`config.mk`:
```
export PLATFORM = sky130hd
export DESIGN_NAME = inst_sram_axi_rd_bridge
export DESIGN_NICKNAME = d
export VERILOG_FILES = /design/src/rtl/inst_sram_axi_rd_bridge_pkg.sv /design/src/rtl/inst_sram_axi_rd_bridge.sv
export SDC_FILE = /design/constraint.sdc
export NUM_CORES = 1
export LEC_CHECK = 0
export CAP_MARGIN = 0
export CORE_MARGIN = 4
export CORE_UTILIZATION = 35
export DETAILED_ROUTE_END_ITERATION = 10
export PLACE_DENSITY = 0.81
export SYNTH_ARGS = -nofsm -noshare
export SYNTH_HDL_FRONTEND = slang
export SYNTH_SLANG_ARGS = --single-unit
```
`constraint.sdc`:
```
create_clock -name clk -period 1.7 [get_ports clk]
set_input_delay 0.17 -clock clk [delete_from_list [all_inputs] [get_ports clk]]
set_output_delay 0.17 -clock clk [all_outputs]
set_load 0.01 [all_outputs]
```
`src/rtl/inst_sram_axi_rd_bridge_pkg.sv`:
```
// Shared constants for the instruction-side SRAM-to-AXI read bridge.
package inst_sram_axi_rd_bridge_pkg;

  localparam logic [1:0] AxiBurstIncr = 2'b01;
  localparam logic [1:0] AxiRespOkay  = 2'b00;
  localparam logic [3:0] InstArid     = 4'h0;

  // SRAM size is log2(bytes), which is exactly AXI's arsize encoding.
  function automatic logic [2:0] axi_size(input logic [1:0] size);
    return {1'b0, size};
  endfunction

endpackage

```
`src/rtl/inst_sram_axi_rd_bridge.sv`:
```
// Fetch-side SRAM-like responder that turns reads into single-beat AXI reads
// and returns the data in acceptance order.
module inst_sram_axi_rd_bridge
  import inst_sram_axi_rd_bridge_pkg::*;
#(
  parameter int unsigned OUTSTANDING = 2,
  parameter logic [3:0]  ARID        = InstArid
) (
  input  logic        clk,
  input  logic        resetn,
  input  logic        inst_sram_req,
  input  logic        inst_sram_wr,
  input  logic [1:0]  inst_sram_size,
  input  logic [3:0]  inst_sram_wstrb,
  input  logic [31:0] inst_sram_addr,
  input  logic [31:0] inst_sram_wdata,
  output logic        inst_sram_addr_ok,
  output logic        inst_sram_data_ok,
  output logic [31:0] inst_sram_rdata,
  output logic [3:0]  arid,
  output logic [31:0] araddr,
  output logic [7:0]  arlen,
  output logic [2:0]  arsize,
  output logic [1:0]  arburst,
  output logic [1:0]  arlock,
  output logic [3:0]  arcache,
  output logic [2:0]  arprot,
  output logic        arvalid,
  input  logic        arready,
  input  logic [3:0]  rid,
  input  logic [31:0] rdata,
  input  logic [1:0]  rresp,
  input  logic        rlast,
  input  logic        rvalid,
  output logic        rready,
  output logic [1:0]  outst_cnt,
  output logic        resp_err
);

  logic        arvalid_q;
  logic [31:0] araddr_q;
  logic [1:0]  size_q;
  logic [1:0]  cnt_q, cnt_d;
  logic        data_ok_q;
  logic [31:0] rdata_q;
  logic        resp_err_q;
  logic        addr_ok;
  logic        r_hs;

  // Write-side and single-beat/ID inputs carry no information for this bridge.
  logic unused_inputs;
  assign unused_inputs = ^{inst_sram_wstrb, inst_sram_wdata, rid, rlast};

  // Acceptance looks at the registered count, so a return in the same cycle
  // does not free a slot until the next cycle.
  assign addr_ok = inst_sram_req & ~inst_sram_wr & (~arvalid_q | arready) &
                   (32'(cnt_q) < OUTSTANDING);
  assign rready  = (cnt_q != 2'd0);
  assign r_hs    = rvalid & rready;

  always_comb begin
    cnt_d = cnt_q;
    unique case ({addr_ok, r_hs})
      2'b10:   cnt_d = cnt_q + 2'd1;
      2'b01:   cnt_d = cnt_q - 2'd1;
      default: cnt_d = cnt_q;
    endcase
  end

  always_ff @(posedge clk or negedge resetn) begin
    if (!resetn) begin
      arvalid_q  <= 1'b0;
      araddr_q   <= 32'h0;
      size_q     <= 2'b00;
      cnt_q      <= 2'd0;
      data_ok_q  <= 1'b0;
      rdata_q    <= 32'h0;
      resp_err_q <= 1'b0;
    end else begin
      if (addr_ok) begin
        arvalid_q <= 1'b1;
        araddr_q  <= inst_sram_addr;
        size_q    <= inst_sram_size;
      end else if (arready) begin
        arvalid_q <= 1'b0;
      end
      cnt_q     <= cnt_d;
      data_ok_q <= r_hs;
      if (r_hs) begin
        rdata_q <= rdata;
        if (rresp != AxiRespOkay) resp_err_q <= 1'b1;
      end
    end
  end

  assign inst_sram_addr_ok = addr_ok;
  assign inst_sram_data_ok = data_ok_q;
  assign inst_sram_rdata   = rdata_q;
  assign arid              = ARID;
  assign araddr            = araddr_q;
  assign arlen             = 8'd0;
  assign arsize            = axi_size(size_q);
  assign arburst           = AxiBurstIncr;
  assign arlock            = 2'b00;
  assign arcache           = 4'h0;
  assign arprot            = 3'b000;
  assign arvalid           = arvalid_q;
  assign outst_cnt         = cnt_q;
  assign resp_err          = resp_err_q;

endmodule

```
==> flow_summary.yaml, run 1 <==
sta:
  post-route-period-util: 0.9345
  rsz0062_at_grt: "no"
  finalSetupViolations: 0
  tightest_slew_ns: 0.5175
  slew_violations: 0
  fin_skew_ns: 0.01303
  min_period_ns: 1.589
  final-hold-violation-count: 0
  fin_setup_tns_ns: 0
  fmax_mhz: 629.5
  slew_headroom: 0.6550
global_routing:
  grt_max_degree: 42
  gr-usage-all-layers: 0.1365
  grt_pass1_vias: 2143
  antenna_found_initial: 0
  overflow: 0
  grt_first_pass_wirelength_mm: 10.78
floorplanning:
  die_w_um: 100.7
  io_pins: 212
  rows: 33
  core_area_um2: 8299
  die_h_um: 100.7
  fp.dieArea_um2: 10140
  start_util: 0.3626
synthesis:
  yosys.area_share.xor_xnor: 0.008732
  netlist_instances: 184
  synth_fa_ha_area_frac: 0.004158
  ys_types: 19
  synth-simple-area-share: 0.02121
  ys_seq_elements: 71
  synth_area_um2: 3009
  avgSynthCellArea_um2: 16.35
  synth-compound-area-share: 0.002495
  muxShareOfSynthArea: 0.2819
  synth_top_family_by_area: "multiplexers"
  yosys_warnings: 0
  yosysSeqAreaShare: 0.5904
cells_and_area:
  nFillCells: 701
  stdcell_area_um2: 4746
  layout_common_cells: "clkdlybuf4s50_1 (143), dfrtp_1 (71), mux2_2 (38)"
  fin_util: 0.5718
  n_antenna_cell: 0
  syn_to_final_growth_pct: 57.71
  fin_nets: 458
  final_common_cell: "clkdlybuf4s50_1"
  drive_gt1_frac: 0.2767
clocking:
  clock_latency_ns: 0.33
  clock-root-buffer: "clkbuf_8"
  cts_buffer_depth: 2
  h-tree-depth: 3
  clkTransAtPathRegs_ns: 0.08
  cts_inserted_buffers: 9
  cts_tree: "done"
  clock-sinks: 71
power_and_ir_drop:
  p_leak_uw: 0.002133
  vdd_ir_drop_max_v: 0.0008841
  finalPower_uw: 8280
  powerDensity_nw_per_um2: 1745
run_status:
  run_status: "finished clean"
drt:
  drc: 0
  dr.pass1.iters: 3
  drtIter0Drc: 15
  drt-wirelength-per-cell_um: 15.13
  via_per_inst: 4.263
  wl_mm: 6.840
  ant_nets: 0
  num_vias: 1927
critical_path:
  cp-start-kind: "flip-flop"
  crit_fanout: 3
  arrival_ns: 1.42
  endpoint_kind: "output port"
  critical_path_class: "flip-flop to output port"
  cp.required_ns: 1.53
placed_design:
  gp_congestion: 0.7078
  place.detailed.hpwl_mm: 5.314
  port_buffers: 146
  placed_cell_area_um2: 4486
hold_path:
  hold_class: "primary input to asynchronous set/reset pin"
job:
  maxCapViolCount: 0
[report_power, final]
part / leakage (uW) / switching, uW / internal (uW)
sequential: 0.000835 / 421 / 2490
clock: 0.000122 / 617 / 1010
combinational: 0.00118 / 1280 / 2470
total: 0.00213 / 2320 / 5960
[final timing paths]
kind	startpoint	to	slack (ns)	cells after the start
max in group asynchronous	resetn	inst_sram_rdata[4]	0.87	3
max	outst_cnt[1]	outst_cnt[1]	0.11	2
min reg2reg	resp_err	resp_err	0.50	1
min in group clk	inst_sram_addr[24]	araddr[24]	0.45	2
max reg2reg	outst_cnt[1]	inst_sram_rdata[16]	0.14	4
min	resetn	araddr[15]	0.39	3
[worst max-delay path: stages, from the launching register on]
cell	delay (ns)
dfrtp_1	0.41
buf_4	0.14
clkdlybuf4s50_1	0.54
[sequential cells by signal, indices dropped and copies added, names as in the netlist]
register / cells
outst_cnt: 2
arvalid: 1
resp_err: 1
inst_sram_data_ok: 1
araddr: 32
inst_sram_rdata: 32
size_q: 2
[routing by layer]
layer | vias to the layer above | GRT usage | wire length [um]
li1 | 890 | - | -
met3 | 10 | 0.03875 | 487
met4 | 0 | 0.05285 | 107
met5 | - | 0 | 0
met1 | 941 | 0.1582 | 2556
met2 | 86 | 0.2375 | 3688
[cells in the mapped netlist]
cell type	number	area share
mux2_4	28	0.14
nor2_2	1	0.0021
mux2_2	38	0.14
xnor2_1	2	0.0058
or2_4	1	0.0029
nand2_4	1	0.0037
conb_1	2	0.0025
dfrtp_1	71	0.59
buf_6	3	0.011
nand3_4	1	0.0058
nand2_1	1	0.0012
nand2b_2	1	0.0029
buf_8	3	0.015
ha_1	1	0.0042
inv_1	2	0.0025
nor2_1	2	0.0025
xor2_1	1	0.0029
o21bai_1	1	0.0025
buf_4	24	0.060
[per-stage QoR]
| step | setup WS (ns) | hold WS, ns | std cells |
|---|---|---|---|
| 2_1_floorplan | 0.02990 | -0.1256 | 206 |
| 3_3_place_gp | 0.05794 | 0.2049 | 434 |
| 3_5_place_dp | 0.06217 | 0.2164 | 434 |
| 4_1_cts | 0.06883 | 0.3912 | 452 |
| 5_1_grt | 0.05243 | 0.4314 | 452 |
| 6_report | 0.1114 | 0.3880 | 452 |
[cell families after synthesis]
group / after synthesis
xor gates and xnor gates: 3
other: 2
DFF: 71
adders and majority gates: 1
and+or+nand+nor: 8
muxes: 66
AOI/OAI and AO/OA: 1
buffers and inverters: 32
[cell type report]
type	count	area, um2	area share
inverter	2	7.507	0.001582
multi-input combinational	103	1049	0.2209
tap	105	131.4	0.02768
timing repair buffer	155	1536	0.3238
sequential	71	1777	0.3744
clock buffer	10	137.6	0.02900
clock inverter	6	107.6	0.02267
[repair_timing]
action,4_1_cts,5_1_grt
gates resized for setup,2,0
setup endpoints to repair,2,0
setup buffers,1,0
endpoints found under the hold margin,71,0
hold buffers,1,0
No activity file was read; power rests on OpenSTA's default activity.
==> inputs of run 2 (changes only) <==
- ABC_CLOCK_PERIOD_IN_PS: unset -> 1700
==> results of run 2 <==
No change in the layout: final DEF, timing and power equal those of run 1.
